**config.mk**
```make
export PLATFORM = sky130hd
export DESIGN_NAME = adc_paddle_reader
export DESIGN_NICKNAME = d
export VERILOG_FILES = /design/src/rtl/adc_paddle_reader.sv
export SDC_FILE = /design/constraint.sdc
export NUM_CORES = 1
export LEC_CHECK = 0
export ABC_AREA = 1
export ABC_CLOCK_PERIOD_IN_PS = 3700
export BUFFER_PORTS_ARGS = -buffer_cell sky130_fd_sc_hd__buf_2
export CORE_ASPECT_RATIO = 1.2
export CORE_UTILIZATION = 50
export CTS_CLUSTER_SIZE = 25
export DETAILED_ROUTE_END_ITERATION = 8
export PLACE_DENSITY = 0.68
export SETUP_SLACK_MARGIN = 0.3
export SYNTH_ARGS = -nofsm -noshare
export SYNTH_HDL_FRONTEND = slang
export SYNTH_SLANG_ARGS = --single-unit
```
**constraint.sdc**
```tcl
create_clock -name clock_50MHz -period 3.7 [get_ports clock_50MHz]
set_input_delay 0.37 -clock clock_50MHz [delete_from_list [all_inputs] [get_ports clock_50MHz]]
set_output_delay 0.37 -clock clock_50MHz [all_outputs]
set_load 0.01 [all_outputs]
```
**src/rtl/adc_paddle_reader.sv**
```systemverilog
// adc_paddle_reader
//   Drives the dual-channel serial A/D converter that digitizes both paddle
//   potentiometers. A free-running sample timer periodically starts a
//   conversion. The block then shifts NBITS bits from each channel in
//   parallel over the two DOUT lines, MSB first. The upper 8 bits of each
//   channel are presented to the Nios PIO inputs together with a BUSY flag.
//
// Ports
//   clock_50MHz  in   system clock, rising edge
//   RESET_n      in   asynchronous active-low reset
//   ADC_DOUT     in   [1:0] serial data, bit0 = channel 0, bit1 = channel 1
//   ADC_CNVST    out  conversion start, active low
//   ADC_CS_N     out  chip select, active low
//   ADC_SCLK     out  serial clock, idles high
//   ADC_REFSEL   out  tied 0 (internal reference)
//   ADC_SD       out  tied 0 (single-ended)
//   ADC_UB       out  tied 0 (unipolar)
//   ADC_SEL      out  tied 0 (channel pair 0)
//   BUSY         out  high while a frame is in progress
//   DATA_VALID   out  one-cycle pulse when DATA_AD0/1 update
//   DATA_AD0     out  [7:0] paddle 1 value
//   DATA_AD1     out  [7:0] paddle 2 value
module adc_paddle_reader #(
   parameter int CLK_DIV       = 25,
   parameter int NBITS         = 12,
   parameter int CNV_PULSE     = 4,
   parameter int CONV_WAIT     = 200,
   parameter int SAMPLE_PERIOD = 500000
) (
   input  logic       clock_50MHz,
   input  logic       RESET_n,
   input  logic [1:0] ADC_DOUT,
   output logic       ADC_CNVST,
   output logic       ADC_CS_N,
   output logic       ADC_SCLK,
   output logic       ADC_REFSEL,
   output logic       ADC_SD,
   output logic       ADC_UB,
   output logic       ADC_SEL,
   output logic       BUSY,
   output logic       DATA_VALID,
   output logic [7:0] DATA_AD0,
   output logic [7:0] DATA_AD1
);

   localparam int WAIT_MAX = (CONV_WAIT > CNV_PULSE) ? CONV_WAIT : CNV_PULSE;
   localparam int TMR_W    = $clog2(SAMPLE_PERIOD);
   localparam int WAIT_W   = $clog2(WAIT_MAX + 1);
   localparam int DIV_W    = $clog2(CLK_DIV + 1);
   localparam int BIT_W    = $clog2(NBITS + 1);

   localparam logic [TMR_W-1:0]  TMR_LAST  = TMR_W'(SAMPLE_PERIOD - 1);
   localparam logic [WAIT_W-1:0] CNV_LAST  = WAIT_W'(CNV_PULSE - 1);
   localparam logic [WAIT_W-1:0] CONV_LAST = WAIT_W'(CONV_WAIT - 1);
   localparam logic [DIV_W-1:0]  DIV_LAST  = DIV_W'(CLK_DIV - 1);
   localparam logic [BIT_W-1:0]  BIT_LAST  = BIT_W'(NBITS - 1);

   typedef enum logic [2:0] {
      IDLE,
      START,
      CONV,
      SHIFT,
      LATCH
   } state_t;

   state_t             state_q, state_nx;
   logic [TMR_W-1:0]   tmr_q;
   logic [WAIT_W-1:0]  wait_q;
   logic [DIV_W-1:0]   div_q;
   logic [BIT_W-1:0]   bit_q;
   logic               sclk_q;
   logic [NBITS-1:0]   sr0_q, sr1_q;
   logic [1:0]         dout_p0, dout_p1;
   logic               cnvst_q, cs_n_q, busy_q, valid_q;
   logic [7:0]         ad0_q, ad1_q;

   logic               tmr_wrap, sclk_tick, sclk_rise;
   logic               cnvst_nx, cs_n_nx, busy_nx;

   assign tmr_wrap  = (tmr_q == TMR_LAST);
   assign sclk_tick = (div_q == DIV_LAST);
   // A toggle while SCLK is low is a rising edge: the sampling point.
   assign sclk_rise = (state_q == SHIFT) && sclk_tick && !sclk_q;

   // Next state and next-cycle pin levels. The pins are registered from the
   // next state so the off-chip ADC never sees decode glitches.
   always_comb begin
      state_nx = state_q;
      case (state_q)
         IDLE:    if (tmr_wrap)                         state_nx = START;
         START:   if (wait_q == CNV_LAST)               state_nx = CONV;
         CONV:    if (wait_q == CONV_LAST)              state_nx = SHIFT;
         SHIFT:   if (sclk_rise && (bit_q == BIT_LAST)) state_nx = LATCH;
         LATCH:                                         state_nx = IDLE;
         default:                                       state_nx = IDLE;
      endcase
      cnvst_nx = (state_nx != START);
      cs_n_nx  = !((state_nx == SHIFT) || (state_nx == LATCH));
      busy_nx  = (state_nx != IDLE);
   end

   always_ff @(posedge clock_50MHz or negedge RESET_n) begin
      if (!RESET_n) begin
         state_q <= IDLE;
         tmr_q   <= '0;
         wait_q  <= '0;
         div_q   <= '0;
         bit_q   <= '0;
         sclk_q  <= 1'b1;
         sr0_q   <= '0;
         sr1_q   <= '0;
         dout_p0 <= '0;
         dout_p1 <= '0;
         cnvst_q <= 1'b1;
         cs_n_q  <= 1'b1;
         busy_q  <= 1'b0;
         valid_q <= 1'b0;
         ad0_q   <= '0;
         ad1_q   <= '0;
      end else begin
         // stage p0/p1: two-flop synchronizer on the asynchronous DOUT lines
         dout_p0 <= ADC_DOUT;
         dout_p1 <= dout_p0;

         // Timer runs regardless of state; a wrap outside IDLE is ignored.
         tmr_q   <= tmr_wrap ? '0 : tmr_q + 1'b1;
         state_q <= state_nx;

         if ((state_nx == state_q) && ((state_q == START) || (state_q == CONV)))
            wait_q <= wait_q + 1'b1;
         else
            wait_q <= '0;

         if (state_q == SHIFT) begin
            div_q <= sclk_tick ? '0 : div_q + 1'b1;
            if (sclk_tick)
               sclk_q <= !sclk_q;
         end else begin
            div_q  <= '0;
            sclk_q <= 1'b1;
         end

         if (state_q != SHIFT)
            bit_q <= '0;
         else if (sclk_rise)
            bit_q <= bit_q + 1'b1;

         if (sclk_rise) begin
            sr0_q <= {sr0_q[NBITS-2:0], dout_p1[0]};
            sr1_q <= {sr1_q[NBITS-2:0], dout_p1[1]};
         end

         // Both channels update together, and only from a complete frame.
         if (state_q == LATCH) begin
            ad0_q <= sr0_q[NBITS-1 -: 8];
            ad1_q <= sr1_q[NBITS-1 -: 8];
         end
         valid_q <= (state_q == LATCH);

         cnvst_q <= cnvst_nx;
         cs_n_q  <= cs_n_nx;
         busy_q  <= busy_nx;
      end
   end

   assign ADC_CNVST  = cnvst_q;
   assign ADC_CS_N   = cs_n_q;
   assign ADC_SCLK   = sclk_q;
   assign ADC_REFSEL = 1'b0;
   assign ADC_SD     = 1'b0;
   assign ADC_UB     = 1'b0;
   assign ADC_SEL    = 1'b0;
   assign BUSY       = busy_q;
   assign DATA_VALID = valid_q;
   assign DATA_AD0   = ad0_q;
   assign DATA_AD1   = ad1_q;

endmodule

```
Yosys cells after proc, flatten, opt, wreduce, memory -nomap -nowiden
Cells that the tools add are included.
{"block": "op_classes", "add_sub_neg": 4, "mul": 0, "div": 0, "n_lt_le_gt_ge": 0, "eq_ne": 15, "n_shift": 0, "muxes": 13, "n_bitwise": 0, "n_reduce_logical": 11}
{"op": "$add A19 B1 Y19 const B", "n": 1}
{"op": "$eq A19 B19 Y1 const B", "n": 1}
{"op": "$mux W19", "n": 1}
{"op": "$mux W3", "n": 4}
{"op": "$pmux W3 S4", "n": 1}
{"op": "$mux W5", "n": 2}
{"op": "$eq A3 B2 Y1 const B", "n": 3}
{"op": "$add A8 B1 Y8 const B", "n": 1}
{"op": "$eq A8 B2 Y1 const B", "n": 1}
{"op": "$eq A8 B8 Y1 const B", "n": 1}
{"op": "$mux W4", "n": 2}
{"op": "$mux W8", "n": 1}
{"op": "$eq A3 B3 Y1 const B", "n": 2}
{"op": "$add A5 B1 Y5 const B", "n": 1}
{"op": "$eq A5 B5 Y1 const B", "n": 1}
{"op": "$add A4 B1 Y4 const B", "n": 1}
{"op": "$eq A4 B4 Y1 const B", "n": 1}
{"op": "$logic_and A1 B1 Y1", "n": 4}
{"op": "$eq A3 B1 Y1 const B", "n": 1}
{"op": "$eq A3 B3 Y1", "n": 1}
{"op": "$logic_not A3 Y1", "n": 1}
{"op": "$ne A3 B1 Y1 const B", "n": 1}
{"op": "$ne A3 B2 Y1 const B", "n": 1}
{"op": "$reduce_bool A3 Y1", "n": 1}
{"op": "5 further kinds", "n": 8}
{"block": "word_totals", "register_bits": 88, "latch_bits": 0, "mem_bits_rw": 0, "romBits": 0, "elab_cells": 59, "n_memories": 0}

Depth between registers and ports, before layout
{"block": "depth", "depth_word": 9, "mapped_depth": 12}

Least setup slack after synthesis
OpenSTA, ideal clock, no wires.
{"block": "synth_timing", "path_type": "register -> register", "from": "reg tmr_q[0]", "to": "reg wait_q[2]", "arrival_ps": 1400, "setup_slack_ps": 2180, "stages_incl_launch_ff": 11, "cell_sequence": "dfrtp_1 -> ha_1 -> nand2_2 -> nor2_4 -> inv_1 -> nor2_1 -> nand3_1 -> nand3_1 -> nand3_1 -> nand3_4 -> nor2_1"}
{"block": "synth_between", "elab_chain_len": 6}
{"element": "start, declared", "line_no": "67", "rtl": "logic [TMR_W-1:0] tmr_q;"}
{"element": "start signal, assigned", "line_no": "126", "rtl": "tmr_q <= tmr_wrap ? '0 : tmr_q + 1'b1;"}
{"element": "$eq A19 B19 Y1", "line_no": "80", "rtl": "assign tmr_wrap = (tmr_q == TMR_LAST);"}
{"element": "$mux W3", "line_no": "90", "rtl": "IDLE: if (tmr_wrap) state_nx = START;"}
{"element": "$pmux W3 S4", "line_no": "89", "rtl": "case (state_q)"}
{"element": "$eq A3 B3 Y1", "line_no": "129", "rtl": "if ((state_nx == state_q) && ((state_q == START) || (state_q == CONV)))"}
{"element": "$logic_and A1 B1 Y1", "line_no": "129"}
{"element": "$mux W8", "line_no": "129"}
{"element": "end signal, assigned", "line_no": "130", "rtl": "wait_q <= wait_q + 1'b1;"}
{"element": "end, declared", "line_no": "68", "rtl": "logic [WAIT_W-1:0] wait_q;"}
No other way between the ends.
A chain may end at the register's enable or synchronous reset.

Worst setup path in the final report
{"block": "layout_timing", "from": "reg div_q[0]", "to": "reg sr1_q[0]"}
{"block": "layout_between", "elab_chain_len": 3}
{"element": "start, declared", "line_no": "69", "rtl": "logic [DIV_W-1:0] div_q;"}
{"element": "start signal, assigned", "line_no": "135", "rtl": "div_q <= sclk_tick ? '0 : div_q + 1'b1;"}
{"element": "$eq A5 B5 Y1", "line_no": "81", "rtl": "assign sclk_tick = (div_q == DIV_LAST);"}
{"element": "$logic_and A1 B1 Y1 (2 in a row)", "line_no": "83", "rtl": "assign sclk_rise = (state_q == SHIFT) && sclk_tick && !sclk_q;"}
{"element": "end signal, assigned", "line_no": "150", "rtl": "sr1_q <= {sr1_q[NBITS-2:0], dout_p1[1]};"}
{"element": "end, declared", "line_no": "72", "rtl": "logic [NBITS-1:0] sr0_q, sr1_q;"}
No other way between the ends.

==> results.toml <==
[critical_path]
critPathBufInv = 3
r2r_start = "div_q[0]$_DFF_PN0_"
cp.required_ps = 3950
r2r_cells = 8
cp-start-kind = "flip-flop"
slowest_stage = "dfrtp_1"
max_stage_delay_ps = 390
path_delay_family = "simple AND/OR/NAND/NOR gates"
crit_type = "reg2reg"
crit_fanout = 42
crit_end = "sr1_q[0]$_DFFE_PN0P_"
crit_arrival_ps = 1990
r2r-end = "sr1_q[0]$_DFFE_PN0P_"
crit_top_cell = "inv_1"
r2r_setup_slack_ps = 1960
worstSetupEndpointType = "flip-flop"
crit_start = "div_q[0]$_DFF_PN0_"
crit_chain = "inv_1 -> ha_1 -> nand2_1 -> inv_1 -> nand3_2 -> inv_2 -> nand2_4 -> mux2_2"
crit_cells = 8

[drt]
routed-wl-met2_mm = 2.96
drt-met1-wl_mm = 3.04
routedWlPerCell_um = 11.4
vias = 2689
ant_nets = 0
topRoutingLayerUsed = "met4"
via_per_inst = 4.88
routed_wl_mm = 6.27
first_pass_iters = 4
drt_iter0_markers = 133
wl_met3_um = 153
drc = 0

[final_layout]
utilization_pct = 56.5
n_antenna_cell = 0
nNetsFinal = 463
design_area_sq_mm = 0.00436
drive_above_1_share_pct = 17.2
area_growth_pct = 9.53
final_cells = 551

[clock_network]
clockRootBuffer = "clkbuf_8"
cts_hold_buf = 0
post_cts_buffers = 0
clock_latency_ps = 360
cts.sinks = 88
cts_resized = 0
numCtsBuffers = 9
clockBufferDepth = 2
cts_tree = "yes"
htree_levels = 3
path_clk_slew_ps = 90

[floorplan]
start_util_pct = 51.6
fp.coreArea_sq_mm = 0.00771
dieArea_sq_mm = 0.00832
row_count = 35
die_h_um = 99.7
die_w_um = 83.4
pin_count = 29

[placement]
dpl_cell_area_sq_mm = 0.00416
dpl.hpwl_mm = 4.42
routabilityCongestion = 0.795
port_buffers = 24
dp.cells = 535

[synthesis]
synth_warnings = 0
synth_seq_cells = 88
synth_top_family_by_area = "simple AND/OR/NAND/NOR gates"
synth_top_area_cell = "dfrtp_1"
synthMuxAreaShare_pct = 3.08
synth_area_sq_mm = 0.00398
ys_async_sr_fraction_pct = 100
yosys.area.top_type_share_pct = 53.5
synth-simple-area-share_pct = 21.8
synth_compound_area_share_pct = 7.05
ys_seq_area_share_pct = 55.5
synth_fa_ha_area_share_pct = 1.57
synthFlopType = "dfrtp_1"
synth_xor_area_share_pct = 2.64
synthCells = 427
synth_area_leaders = "dfrtp_1 53%, nand2_1 7.2%, inv_1 6.1%, o21ai_0 4.7%, nor2_1 4.5%"
synth_edf_count = 0
avgSynthCellArea_sq_um = 9.32
synth.distinct_cells = 38

[timing]
maxSlewHeadroom_pct = 28.0
post-route-min-period_ps = 1740
skew_ps = 12.3
final.period_utilization_pct = 46.9
setup_tns_ps = 0
hold_viol = 0
rsz0062_at_grt = "no"
worst_pin_slew_ps = 1080
setup_viol_count_final = 0
max_freq_mhz = 576
final-max-slew-violation-count = 0

[flow_run]
cap_violations = 0

[min_path]
min-delay-path-class = "in2reg"

[grt]
antenna_found_initial = 0
grt_max_degree = 89
grt_use_total_pct = 17.1
grt_pass1_vias = 2655
grt_overflow = 0
grt_pass1_wl_mm = 11.4

[run_status]
status = "complete, no violations"

[power]
power_per_cell_area_mw_per_mm2 = 375
ir_drop_mv = 0.253
leakagePower_uw = 0.00217
==> cell families after synthesis <==
group,after synthesis
xor gates and xnor gates,12
other,1
adders and majority gates,5
muxes,9
DFF,88
buffers and inverters,82
and+or+nand+nor,178
AOI/OAI and AO/OA,52
==> synth_stat cells (all sizes together) (3+ instances only) <==
cell	instances
mux2	8
o21ai	38
nor3	7
dfrtp	85
clkbuf	6
inv	71
nand4	9
buf	5
nor2	55
dfstp	3
nand3	22
ha	5
xnor2	3
nand2	81
xor2	9
a21oi	10
nor4	3
==> registers in the layout, summed over array words and instances (netlist names), 2 cells and up <==
name and count:
DATA_AD0 8, DATA_AD1 8, bit_q 4, div_q 5, dout_p0 2, dout_p1 2
sr0_q 12, sr1_q 12, state_q 3, tmr_q 19, wait_q 8
==> cells in the final DEF, fill, tap and decap left out, drive strengths merged <==
cell type,instances
a21oi,10
a31oi,1
inv,76
o211ai,1
o21a,1
mux2i,1
o21ai,38
nor2,55
buf,24
nor3,7
conb,4
dfstp,3
o21bai,1
nor3b,1
clkinv,1
nor4,3
mux2,8
xnor2,3
dfrtp,85
clkinvlp,1
nand4,9
xor2,9
clkbuf,9
ha,5
nand3,22
nand2,81
==> how the worst min path moves through the flow <==
stage | from | cells after the start | endpoint
finish | ADC_DOUT[1] | 1 | dout_p0[1]$_DFF_PN0_
global route | ADC_DOUT[1] | 1 | dout_p0[1]$_DFF_PN0_
CTS | ADC_DOUT[1] | 1 | dout_p0[1]$_DFF_PN0_
detailed placement | dout_p0[0]$_DFF_PN0_ | 0 | dout_p1[0]$_DFF_PN0_
global placement | dout_p0[0]$_DFF_PN0_ | 0 | dout_p1[0]$_DFF_PN0_
floorplan | RESET_n | 0 | BUSY$_DFF_PN0_
==> stage by stage <==
| step | hold slack, ps | power, uW | setup WS (ps) |
|---|---|---|---|
| 3_3_place_gp | 333 | 1000 | 1980 |
| 6_report | 113 | 1630 | 1960 |
| 4_1_cts | 88.3 | 1660 | 1950 |
| 3_5_place_dp | 337 | 1010 | 1960 |
| 5_1_grt | 84.4 | 1690 | 1770 |
| 2_1_floorplan | 74.4 | 988 | 2180 |
==> worst register-to-register path: cells and delay by family (launching register included) <==
kind,cells,cell delay [ps]
fa+ha+maj,1,180
simple gates,3,490
buf+inv,3,180
mux,1,390
flops,1,390
==> per-layer routing <==
layer	global-route usage, %	up-vias
li1	-	1386
met1	21.6	1265
met2	28.2	29
met3	3.32	9
met4	8.60	0
met5	0	-
==> report_power, final <==
group          total, uW  internal, uW  switching, uW
combinational       20.7          1.35           19.3
sequential           964           963          0.463
clock                647           266            381
total               1630          1230            401
==> cell type report <==
| class | instances | area, sq um |
|---|---|---|
| Timing Repair Buffer | 24 | 123 |
| Clock buffer | 9 | 124 |
| Multi-Input combinational cell | 260 | 1450 |
| Tap cell | 92 | 115 |
| Sequential cell | 88 | 2210 |
| Clock inverter | 7 | 70.1 |
| Fill cell | 706 | 3350 |
| Inverter | 71 | 267 |
No activity file was read; power rests on OpenSTA's default activity.
